`src/rtl/lsu.sv`:
```
// lsu: RV32 load/store unit, single outstanding access, IDLE/REQ/WAIT/RESP FSM.
// Optional macro LSU_MISALIGN_TRAP_EN: fault misaligned accesses instead of forcing alignment.
module lsu #(
  parameter int DATA_WIDTH = 32,
  parameter int ADDR_WIDTH = 32
) (
  input  logic                  clk,
  input  logic                  rst,
  input  logic                  req_valid,
  output logic                  req_ready,
  input  logic                  req_we,
  input  logic [2:0]            req_funct3,
  input  logic [ADDR_WIDTH-1:0] req_addr,
  input  logic [DATA_WIDTH-1:0] req_wdata,
  output logic                  resp_valid,
  output logic [DATA_WIDTH-1:0] resp_rdata,
  output logic                  resp_misalign,
  output logic                  mem_req,
  output logic                  mem_we,
  output logic [ADDR_WIDTH-1:0] mem_addr,
  output logic [3:0]            mem_wstrb,
  output logic [DATA_WIDTH-1:0] mem_wdata,
  input  logic                  mem_ready,
  input  logic                  mem_rvalid,
  input  logic [DATA_WIDTH-1:0] mem_rdata
);

  typedef enum logic [1:0] {
    IDLE,
    REQ,
    WAIT,
    RESP
  } state_t;

  state_t state, state_nx;

  logic                  we_q;
  logic [2:0]            f3_q;
  logic [ADDR_WIDTH-1:0] addr_q;
  logic [DATA_WIDTH-1:0] wdata_q;
  logic [DATA_WIDTH-1:0] rdata_q;
  logic                  mis_q;

  logic                  accept;
  logic                  trap;
  logic [ADDR_WIDTH-1:0] addr_eff;
  logic [DATA_WIDTH-1:0] wdata_fmt;
  logic [DATA_WIDTH-1:0] load_ext;
  logic [7:0]            ld_b;
  logic [15:0]           ld_h;
  logic                  ld_sgn;

  assign req_ready = (state == IDLE);
  assign accept    = req_valid && req_ready;

  // Force size alignment of the address and replicate store data across lanes.
  always_comb begin
    addr_eff  = req_addr;
    wdata_fmt = req_wdata;
    unique case (req_funct3[1:0])
      2'b00: wdata_fmt = {4{req_wdata[7:0]}};
      2'b01: begin
        addr_eff[0] = 1'b0;
        wdata_fmt   = {2{req_wdata[15:0]}};
      end
      default: addr_eff[1:0] = 2'b00;
    endcase
  end

`ifdef LSU_MISALIGN_TRAP_EN
  // Misaligned exactly when alignment had to clear a low address bit.
  assign trap = (addr_eff[1:0] != req_addr[1:0]);
`else
  assign trap = 1'b0;
`endif

  assign ld_b   = mem_rdata[{addr_q[1:0], 3'b000} +: 8];
  assign ld_h   = mem_rdata[{addr_q[1], 4'b0000} +: 16];
  assign ld_sgn = ~f3_q[2];

  // Select the addressed lane and sign/zero extend to the register width.
  always_comb begin
    load_ext = mem_rdata;
    unique case (f3_q[1:0])
      2'b00:   load_ext = {{24{ld_sgn & ld_b[7]}}, ld_b};
      2'b01:   load_ext = {{16{ld_sgn & ld_h[15]}}, ld_h};
      default: load_ext = mem_rdata;
    endcase
  end

  // State register.
  always_ff @(posedge clk) begin
    if (rst) state <= IDLE;
    else     state <= state_nx;
  end

  // Next-state logic.
  always_comb begin
    state_nx = state;
    unique case (state)
      IDLE: if (accept) state_nx = trap ? RESP : REQ;
      REQ:  if (mem_ready) state_nx = we_q ? RESP : WAIT;
      WAIT: if (mem_rvalid) state_nx = RESP;
      RESP: state_nx = IDLE;
      default: state_nx = IDLE;
    endcase
  end

  // Capture the request on accept and the load data on return.
  always_ff @(posedge clk) begin
    if (rst) begin
      we_q    <= 1'b0;
      f3_q    <= 3'b000;
      addr_q  <= '0;
      wdata_q <= '0;
      rdata_q <= '0;
      mis_q   <= 1'b0;
    end else begin
      if (accept) begin
        we_q    <= req_we;
        f3_q    <= req_funct3;
        addr_q  <= addr_eff;
        wdata_q <= wdata_fmt;
        rdata_q <= '0;
        mis_q   <= trap;
      end
      if (state == WAIT && mem_rvalid) rdata_q <= load_ext;
    end
  end

  assign mem_req   = (state == REQ);
  assign mem_we    = mem_req && we_q;
  assign mem_addr  = mem_req ? {addr_q[ADDR_WIDTH-1:2], 2'b00} : '0;
  assign mem_wdata = mem_we ? wdata_q : '0;

  // Byte strobes for stores; loads drive none.
  always_comb begin
    mem_wstrb = 4'b0000;
    if (mem_we) begin
      unique case (f3_q[1:0])
        2'b00:   mem_wstrb = 4'b0001 << addr_q[1:0];
        2'b01:   mem_wstrb = 4'b0011 << addr_q[1:0];
        default: mem_wstrb = 4'b1111;
      endcase
    end
  end

  assign resp_valid    = (state == RESP);
  assign resp_rdata    = resp_valid ? rdata_q : '0;
  assign resp_misalign = resp_valid && mis_q;

endmodule

```
`config.mk`:
```
export PLATFORM = sky130hd
export DESIGN_NAME = lsu
export DESIGN_NICKNAME = d
export VERILOG_FILES = /design/src/rtl/lsu.sv
export SDC_FILE = /design/constraint.sdc
export NUM_CORES = 1
export LEC_CHECK = 0
export BUFFER_PORTS_ARGS = -buffer_cell sky130_fd_sc_hd__buf_2
export CAP_MARGIN = 40
export CORE_UTILIZATION = 40
export DETAILED_ROUTE_END_ITERATION = 8
export GPL_ROUTABILITY_DRIVEN = 0
export PLACE_DENSITY = 0.71
export SETUP_SLACK_MARGIN = 0.05
export SLEW_MARGIN = 15
export SYNTH_ARGS = -nofsm -noshare
export SYNTH_HDL_FRONTEND = slang
export SYNTH_SLANG_ARGS = --single-unit
```
`constraint.sdc`:
```
create_clock -name clk -period 4.5 [get_ports clk]
set_input_delay 0 -clock clk [delete_from_list [all_inputs] [get_ports clk]]
set_output_delay 0 -clock clk [all_outputs]
set_load 0.005 [all_outputs]
```
==> results of run 1 <==
==> registers in the layout, summed over array words and instances (netlist names) <==
name     flops
addr_q      32
f3_q         3
rdata_q     32
state        2
wdata_q     32
we_q         1
==> final cells by class <==
cell class / count / area [um^2]
Tap cell: 176 / 220
Sequential cell: 102 / 2040
Timing Repair Buffer: 287 / 1880
Clock buffer: 13 / 270
Inverter: 5 / 18.8
Antenna cell: 1 / 2.50
Fill cell: 1243 / 5800
Multi-Input combinational cell: 494 / 3110
Clock inverter: 1 / 5.00
==> cells in the final DEF (no fill, tap or decap), types with 8 or more instances in the layout <==
master	netlist	layout
clkbuf_16	0	9
and3_1	32	32
o2bb2ai_2	10	10
a21oi_1	64	64
dlygate4sd3_1	0	71
nor2_1	17	17
a311oi_1	16	16
a211oi_1	8	8
o21ai_0	25	25
nand2b_1	13	13
and2_1	64	63
nor2b_1	9	9
mux2i_1	11	11
dfxtp_1	102	102
buf_2	21	206
nand2_1	112	111
a31oi_1	15	15
and3b_1	9	9
mux2_2	14	14
o211ai_1	8	8
o21bai_1	8	8
==> worst max path at each step <==
stage                                     endpoint  slack [ns]
after floorplan           rdata_q[21]$_SDFFE_PP0P_        2.79
after detailed placement  wdata_q[30]$_SDFFE_PP0P_        2.18
after global placement    wdata_q[30]$_SDFFE_PP0P_        2.26
after CTS                 wdata_q[13]$_SDFFE_PP0P_        1.68
after global routing      wdata_q[13]$_SDFFE_PP0P_        1.76
final                     wdata_q[13]$_SDFFE_PP0P_        1.94
==> report_power, final <==
part	internal (uW)	switching (uW)
logic	427	667
clock network	414	325
registers	1080	114
total	1920	1110
==> through the flow <==
| step | power [uW] | hold slack [ns] | area (um^2) | cells |
|---|---|---|---|---|
| final | 3020 | 0.0123 | 7540 | 1079 |
| after global routing | 3230 | 0.0149 | 7540 | 1079 |
| after CTS | 3020 | 0.000829 | 7490 | 1076 |
| after detailed placement | 2230 | 0.248 | 6500 | 991 |
| after global placement | 2190 | 0.241 | 6460 | 988 |
| after floorplan | 1940 | 0.136 | 5510 | 670 |
==> cell families after synthesis <==
| group | after synthesis |
|---|---|
| DFF | 102 |
| and+or+nand+nor | 272 |
| adders and majority gates | 5 |
| other | 1 |
| buffers and inverters | 74 |
| muxes | 26 |
| AOI/OAI and AO/OA | 188 |
==> worst max-delay path: stages, from the launching register on <==
cell,delay (ns)
dfxtp_1,0.33
inv_1,0.14
ha_1,0.42
and2_2,0.27
buf_4,0.14
buf_16,0.29
nor2_1,0.07
a311oi_1,0.24
dlygate4sd3_1,0.58
==> routing by layer <==
| metal | wire, um | vias to the layer above | share of wire | global-route usage |
|---|---|---|---|---|
| met3 | 1160 | 51 | 0.068 | 0.0551 |
| met5 | 0 | - | 0 | 0 |
| met2 | 8280 | 256 | 0.48 | 0.404 |
| met1 | 7030 | 2615 | 0.41 | 0.286 |
| li1 | - | 2795 | - | - |
| met4 | 686 | 0 | 0.040 | 0.112 |
==> run summary, run 1 <==
WP data required -> 4.78 ns
die width -> 119 um
worst-path fanout max -> 84
worst reg-to-reg setup slack -> 1.94 ns
vias in the first global route -> 5417
warnings from Yosys -> 0
Netlist cell types -> 50
Core Rows -> 42
sequential share of the synthesized area -> 0.371
top_reg_cell synth -> dfxtp_1
Final setup violation count -> 0
Die Ht -> 119 um
most common cell in the netlist -> nand2_1
Pleak -> 0.00346 uW
Post-synth ARST share -> 0
worst-case reg-to-reg path depth -> 8
worst-case clock skew -> 0.00681 ns
GRT Total Usage -> 0.239
Area contributors post-synth -> dfxtp_1, nand2_1, and2_1, a21oi_1, and3_1
Worst R2R End -> wdata_q[13]$_SDFFE_PP0P_
Final period util -> 0.570
Mapped Area -> 5500 um^2
starting DRC count in detailed routing -> 324
io pins -> 210
FF-to-FF Start -> state[0]$_SDFFE_PP0P_
status -> finished clean
CTS root buffer -> clkbuf_16
fmax -> 0.390 GHz
Reg clk slew, reported paths -> 0.07 ns
Synth top area share -> 0.371
setup bufs post-CTS -> 0
Slew Viols, Final -> 0
largest family of logic cells by synthesized area -> simple AND/OR/NAND/NOR gates
via/cell ratio -> 5.30
Post-Synthesis Cells -> 668
Nets -> 1009
Slew HR -> 0.440
adder-cell share of the synthesized area -> 0.0114
drt wl/cell -> 15.9 um
Hold EP -> rdata_q[2]$_SDFFE_PP0P_
pwr dens -> 401 nW/um^2
Mean Syn Cell Area -> 8.23 um^2
number of max-cap violations -> 0
Post-Synth XOR/XNOR Area -> 0
clock sink count -> 102
IR drop worst, VDD -> 0.000302 V
Post-Route Utilization -> 0.565
layout cells sized above 1 -> 0.292
pre-CTS setup slack -> 2.18 ns
die area -> 14200 um^2
Port-buffer cells -> 206
Final Hold Viols -> 0
Synth Area in Compound Gates -> 0.239
overall routed net length -> 17200 um
Core Box Area -> 13300 um^2
Initial Utilization -> 0.412
Final Critical Period -> 2.56 ns
top cell type by total area after synthesis -> dfxtp_1
first-pass GRT wire length -> 27100 um
total gr overflow -> 0
Post-CTS Resized -> 0
post-cts hold buffer count -> 71
Routed Antenna Nets -> 0
clk buf depth -> 2
setup TNS -> 0 ns
CTS buffer count -> 9
fin worst setup slack -> 1.94 ns
Critical Path Start Type -> flop
Arr. time, crit path -> 2.85 ns
DP HPWL -> 10800 um
CP Launch Point -> state[0]$_SDFFE_PP0P_
clk_lat worst skew -> 0.34 ns
synth cell count leaders -> nand2_1, dfxtp_1, a21oi_1, and2_1, clkbuf_1
crit path capture type -> flop
worst slew pin tran -> 0.838 ns
largest net degree at the start of global routing -> 85
synth-to-layout area growth -> 37.2%
multiplexer share of the synthesized area -> 0.0528
Min-Delay Path Depth -> 3
initial antenna violation count -> 1
CTS tree -> yes
routed vias -> 5717
min-delay worst type -> in -> reg
EDFF count, synth -> 0
critical setup path kind -> reg -> reg
Synth Register Bits -> 102
HP Start -> mem_rdata[2]
DRT Pass-1 Iters -> 4
RSZ-0062 raised after global routing -> false
DRC errors left -> 0
Synth Area in Simple Gates -> 0.259
htree depth -> 3
No activity file was read; power rests on OpenSTA's default activity.
==> run 2: changes to the inputs <==
- ABC_AREA: unset -> 1
- PLACE_DENSITY: 0.71 -> 0.72
- clock period: 4.5 -> 2.5 ns (I/O delays scaled with it)
==> run summary, run 2 <==
status -> finished clean (unchanged)
Pleak -> 0.00413 uW (was 0.00346 uW)
GRT Total Usage -> 0.233 (was 0.239)
CTS buffer count -> 9 (unchanged)
Mapped Area -> 5440 um^2 (was 5500 um^2)
pwr dens -> 793 nW/um^2 (was 401 nW/um^2)
worst slew pin tran -> 0.633 ns (was 0.838 ns)
CTS tree -> yes (unchanged)
starting DRC count in detailed routing -> 579 (was 324)
Slew Viols, Final -> 0 (unchanged)
WP data required -> 2.74 ns (was 4.78 ns)
Die Ht -> 119 um (about the same)
Post-Synthesis Cells -> 872 (was 668)
post-placement cell count -> 1219 (was 991)
Area contributors post-synth -> dfxtp_1, nand2_1, inv_1, nor2_1, a21oi_1 (was dfxtp_1, nand2_1, and2_1, a21oi_1, and3_1)
initial antenna violation count -> 0 (was 1)
IR drop worst, VDD -> 0.000444 V (was 0.000302 V)
die width -> 119 um (about the same)
setup TNS -> 0 ns (unchanged)
largest registers -> addr_q: 32 flops, rdata_q: 32 flops, wdata_q: 32 flops (unchanged)
first-pass GRT wire length -> 26400 um (was 27100 um)
Port-buffer cells -> 206 (unchanged)
die area -> 14100 um^2 (was 14200 um^2)
clk buf depth -> 2 (unchanged)
Initial Utilization -> 0.411 (was 0.412)
Critical Path Start Type -> flop (unchanged)
final cell count without fillers -> 1295 (was 1079)
Reg clk slew, reported paths -> 0.07 ns (about the same)
io pins -> 210 (unchanged)
Ant. Diodes -> 0 (was 1)
Fillers -> 1307 (was 1243)
Routed Antenna Nets -> 0 (unchanged)
Core Box Area -> 13200 um^2 (was 13300 um^2)
Netlist cell types -> 33 (was 50)
drt wl/cell -> 12.7 um (was 15.9 um)
top_reg_cell synth -> dfxtp_1 (unchanged)
EDFF count, synth -> 0 (unchanged)
Slew HR -> 0.577 (was 0.440)
layout cells sized above 1 -> 0.248 (was 0.292)
DP HPWL -> 11100 um (was 10800 um)
Post-CTS Resized -> 0 (unchanged)
Arr. time, crit path -> 2.43 ns (was 2.85 ns)
most frequent cells in the layout -> nand2_1, buf_2, inv_1 (was buf_2, nand2_1, dfxtp_1)
crit path capture type -> flop (unchanged)
Nets -> 1224 (was 1009)
fmax -> 0.456 GHz (was 0.390 GHz)
clock sink count -> 102 (unchanged)
Synth Register Bits -> 102 (unchanged)
sequential share of the synthesized area -> 0.375 (was 0.371)
commonest non-fill, non-tap cell in the layout -> nand2_1 (was buf_2)
clk_lat worst skew -> 0.35 ns (was 0.34 ns)
Mean Syn Cell Area -> 6.24 um^2 (was 8.23 um^2)
critical setup path kind -> reg -> reg (unchanged)
top cell type by total area after synthesis -> dfxtp_1 (unchanged)
RSZ-0062 raised after global routing -> false (unchanged)
warnings from Yosys -> 0 (unchanged)
Final Critical Period -> 2.19 ns (was 2.56 ns)
Final period util -> 0.877 (was 0.570)
DRT Pass-1 Iters -> 5 (was 4)
Core Rows -> 42 (unchanged)
htree depth -> 3 (unchanged)
synth cell count leaders -> nand2_1, inv_1, nor2_1 (was nand2_1, dfxtp_1, a21oi_1, and2_1, clkbuf_1)
via/cell ratio -> 4.76 (was 5.30)
min-delay worst type -> in -> reg (unchanged)
most common cell in the netlist -> nand2_1 (unchanged)
worst-path fanout max -> 19 (was 84)
vias in the first global route -> 5501 (was 5417)
overall routed net length -> 16500 um (was 17200 um)
Final setup violation count -> 0 (unchanged)
synth-to-layout area growth -> 38.4% (was 37.2%)
routed vias -> 6168 (was 5717)
Final Hold Viols -> 0 (unchanged)
total gr overflow -> 0 (unchanged)
DRC errors left -> 0 (unchanged)
Synth top area share -> 0.375 (was 0.371)
Post-synth ARST share -> 0 (unchanged)
number of max-cap violations -> 0 (unchanged)
largest net degree at the start of global routing -> 40 (was 85)
worst-case clock skew -> 0.00654 ns (was 0.00681 ns)
CTS root buffer -> clkbuf_16 (unchanged)
## run 2: critical path, cell delays in order, from the launching register on
cell and delay (ns):
dfxtp_1 0.34, inv_1 0.14, ha_1 0.21, nand2_2 0.08, inv_1 0.47, nand2_1 0.11
inv_1 0.09, a31oi_1 0.07, dlygate4sd3_1 0.56
## run 2: what timing repair did
action,CTS,global route
endpoints found under the hold margin,56,0
hold buffers,60,0
setup buffers,0,0
## run 2: final cells by class
type,count,area [um^2],share of cell area
clock buffers,9,225,0.0299
clock inverters,7,128,0.0170
inverters,146,551,0.0731
multi-input cells,576,2620,0.348
flip-flops and latches,102,2040,0.271
well taps,176,220,0.0293
repair buffers,279,1740,0.231
## run 2: where the power goes
part | switching (uW) | internal (uW)
Sequential | 178 | 1950
Combinational | 1380 | 782
Clock | 678 | 996
## run 2: path summary, 6_finish.rpt
kind | start | end | slack (ns) | cells after the start
setup / recovery | state[0]$_SDFFE_PP0P_ | wdata_q[31]$_SDFFE_PP0P_ | 0.31 | 8
setup reg to reg | state[0]$_SDFFE_PP0P_ | wdata_q[31]$_SDFFE_PP0P_ | 0.31 | 8
hold / removal | req_addr[0] | addr_q[0]$_SDFFE_PP0P_ | 0.01 | 3
hold reg to reg | wdata_q[0]$_SDFFE_PP0P_ | wdata_q[0]$_SDFFE_PP0P_ | 0.47 | 2
## run 2: kinds of logic (layout without fill, tap and decap cells)
family | count (synthesis) | after routing | synth area share
AND/OR/NAND/NOR | 386 | 386 | 0.285
buffers and inverters | 196 | 441 | 0.145
AO/OA/AOI/OAI | 182 | 182 | 0.182
flip-flops | 102 | 102 | 0.375
adder cells (fa/ha/maj) | 5 | 5 | 0.0115
other | 1 | 3 | 0.000689
## run 2: per-stage QoR
stage / area [um^2] / setup WS [ns] / hold slack (ns) / util / power (uW)
final: 7530 / 0.307 / 0.0141 / 0.568 / 5970
after global routing: 7530 / 0.0777 / 0.0428 / 0.568 / 6380
after CTS: 7530 / 0.326 / 0.00430 / 0.568 / 5980
after detailed placement: 6570 / 0.635 / 0.246 / 0.496 / 4230
after global placement: 6570 / 0.689 / 0.237 / 0.496 / 4200
after floorplan: 5450 / 0.920 / 0.149 / - / 3650
## run 2: per-layer routing
| layer | GRT usage | part of all wire |
|---|---|---|
| met1 | 0.293 | 0.43 |
| met2 | 0.399 | 0.48 |
| met3 | 0.0391 | 0.076 |
| met4 | 0.0815 | 0.019 |
| met5 | 0 | 0 |
==> run 3: changes to the inputs <==
- CAP_MARGIN: 40 -> unset
- CORE_UTILIZATION: 40 -> 30
- PLACE_DENSITY: 0.72 -> 0.58
==> run summary, run 3 (same netlist as run 2, synthesis figures left out) <==
Slew Viols, Final -> 0 (unchanged)
number of max-cap violations -> 0 (unchanged)
pre-CTS setup slack -> 0.522 ns (was 0.635 ns)
P_int -> 3540 uW (was 3720 uW)
via/cell ratio -> 4.55 (was 4.76)
Critical-path top delay cell -> dlygate4sd3_1 (unchanged)
largest net degree at the start of global routing -> 40 (unchanged)
CTS buffer count -> 9 (unchanged)
drt wl/cell -> 13.1 um (was 12.7 um)
CTS tree -> yes (unchanged)
critical setup path kind -> reg -> reg (unchanged)
pwr dens -> 769 nW/um^2 (was 793 nW/um^2)
min-delay worst type -> in -> reg (unchanged)
family with the most delay on the worst path -> buffers and inverters (unchanged)
routed vias -> 6127 (was 6168)
io pins -> 210 (unchanged)
Slew HR -> 0.580 (was 0.577)
Routed Antenna Nets -> 0 (unchanged)
crit path capture type -> flop (unchanged)
DRC errors left -> 0 (unchanged)
synth-to-layout area growth -> 39.3% (was 38.4%)
CP max stage delay -> 0.59 ns (was 0.56 ns)
worst hold slack -> 0.0169 ns (was 0.0141 ns)
largest registers -> addr_q: 32 flops, rdata_q: 32 flops, wdata_q: 32 flops (unchanged)
final cell count without fillers -> 1346 (was 1295)
Reg power frac -> 0.365 (was 0.356)
Core Box Area -> 17500 um^2 (was 13200 um^2)
IR drop worst, VDD -> 0.000450 V (was 0.000444 V)
RSZ-0062 raised after global routing -> false (unchanged)
layout cells sized above 1 -> 0.248 (about the same)
setup bufs post-CTS -> 0 (unchanged)
commonest non-fill, non-tap cell in the layout -> nand2_1 (unchanged)
post-placement cell count -> 1269 (was 1219)
GR met2 Demand/Resource -> 0.327 (was 0.399)
DRT Pass-1 Iters -> 4 (was 5)
clock sink count -> 102 (unchanged)
worst-path fanout max -> 33 (was 19)
Initial Utilization -> 0.311 (was 0.411)
Ant. Diodes -> 0 (unchanged)
vias in the first global route -> 5618 (was 5501)
clk buf depth -> 2 (unchanged)
Critical Path Start Type -> flop (unchanged)
GRT Total Usage -> 0.191 (was 0.233)
setup TNS -> 0 ns (unchanged)
Final period util -> 0.886 (was 0.877)
Port-buffer cells -> 206 (unchanged)
initial antenna violation count -> 0 (unchanged)
Die Ht -> 137 um (was 119 um)
met1 Track Usage GR -> 0.243 (was 0.293)
fin worst setup slack -> 0.286 ns (was 0.307 ns)
clk_lat worst skew -> 0.36 ns (was 0.35 ns)
Reg clk slew, reported paths -> 0.08 ns (was 0.07 ns)
Pleak -> 0.00413 uW (about the same)
clock power share -> 0.258 (was 0.281)
crit-path cells -> inv_1 -> ha_1 -> nand2_4 -> buf_12 -> nor2_4 -> a22oi_1 -> a21oi_1 -> dlygate4sd3_1 (was inv_1 -> ha_1 -> nand2_2 -> inv_1 -> nand2_1 -> inv_1 -> a31oi_1 -> dlygate4sd3_1)
Fillers -> 1902 (was 1307)
NetSw -> 2290 uW (was 2240 uW)
fmax -> 0.452 GHz (was 0.456 GHz)
die width -> 137 um (was 119 um)
htree depth -> 3 (unchanged)
GRT met3 Usage -> 0.0304 (was 0.0391)
Post-Route Utilization -> 0.434 (was 0.568)
CTS root buffer -> clkbuf_16 (unchanged)
Final Hold Viols -> 0 (unchanged)
total gr overflow -> 0 (unchanged)
overall routed net length -> 17600 um (was 16500 um)
starting DRC count in detailed routing -> 446 (was 579)
most frequent cells in the layout -> nand2_1, buf_2, inv_1 (unchanged)
sw frac -> 0.393 (was 0.376)
WP data required -> 2.75 ns (was 2.74 ns)
Core Rows -> 48 (was 42)
Final setup violation count -> 0 (unchanged)
worst slew pin tran -> 0.631 ns (was 0.633 ns)
die area -> 18700 um^2 (was 14100 um^2)
Most Crowded Layer GR -> met2 (unchanged)
logic gate share of total power -> 0.377 (was 0.363)
Arr. time, crit path -> 2.46 ns (was 2.43 ns)
worst-case clock skew -> 0.0119 ns (was 0.00654 ns)
first-pass GRT wire length -> 27600 um (was 26400 um)
Nets -> 1226 (was 1224)
DP HPWL -> 12200 um (was 11100 um)
status -> finished clean (unchanged)
Buf/Inv on CP -> 3 (was 4)
Final Critical Period -> 2.21 ns (was 2.19 ns)
==> run 3: metrics by stage <==
stage          area [um^2]  power (uW)
6_report              7580        5830
5_1_grt               7580        6270
3_3_place_gp          6640        4260
2_1_floorplan         5450        3650
3_5_place_dp          6640        4280
4_1_cts               7570        5890
==> run 3: repair_timing <==
action	in CTS	in global routing
hold buffers	61	0
setup endpoints to repair	0	3
endpoints found under the hold margin	58	0
gates resized for setup	0	2
==> run 3: path summary, 6_finish.rpt <==
path	start	end	slack, ns	cells after the start
max	state[0]$_SDFFE_PP0P_	wdata_q[29]$_SDFFE_PP0P_	0.29	8
min	req_funct3[0]	f3_q[0]$_SDFFE_PP0P_	0.02	3
max reg2reg	state[0]$_SDFFE_PP0P_	wdata_q[29]$_SDFFE_PP0P_	0.29	8
min reg2reg	wdata_q[0]$_SDFFE_PP0P_	wdata_q[0]$_SDFFE_PP0P_	0.47	2
==> run 3: area by class of cell <==
type,instances,area [um^2],share of cell area
Multi-Input combinational cell,576,2630,0.346
Sequential cell,102,2040,0.269
Timing Repair Buffer,281,1760,0.233
Inverter,146,551,0.0726
Tap cell,225,282,0.0371
Clock buffer,9,225,0.0297
Clock inverter,7,91.3,0.0121
==> run 3: power groups by stage <==
stage | Combinational, uW | Sequential, uW | Clock (uW)
6_report | 2200 | 2130 | 1510
4_1_cts | 2200 | 2120 | 1560
2_1_floorplan | 1540 | 2110 | 0
5_1_grt | 2490 | 2170 | 1620
3_5_place_dp | 2120 | 2160 | 0
3_3_place_gp | 2100 | 2160 | 0
==> run 3: worst min-delay path, stage by stage <==
cell and delay (ns):
buf_2 0.13, o21ai_0 0.09, a21oi_1 0.11
==> run 3: per-layer routing <==
metal	routed length (um)	vias to the layer above
met5	0	-
met4	273	0
met3	1030	16
met2	8330	211
met1	8010	2760
li1	-	3140
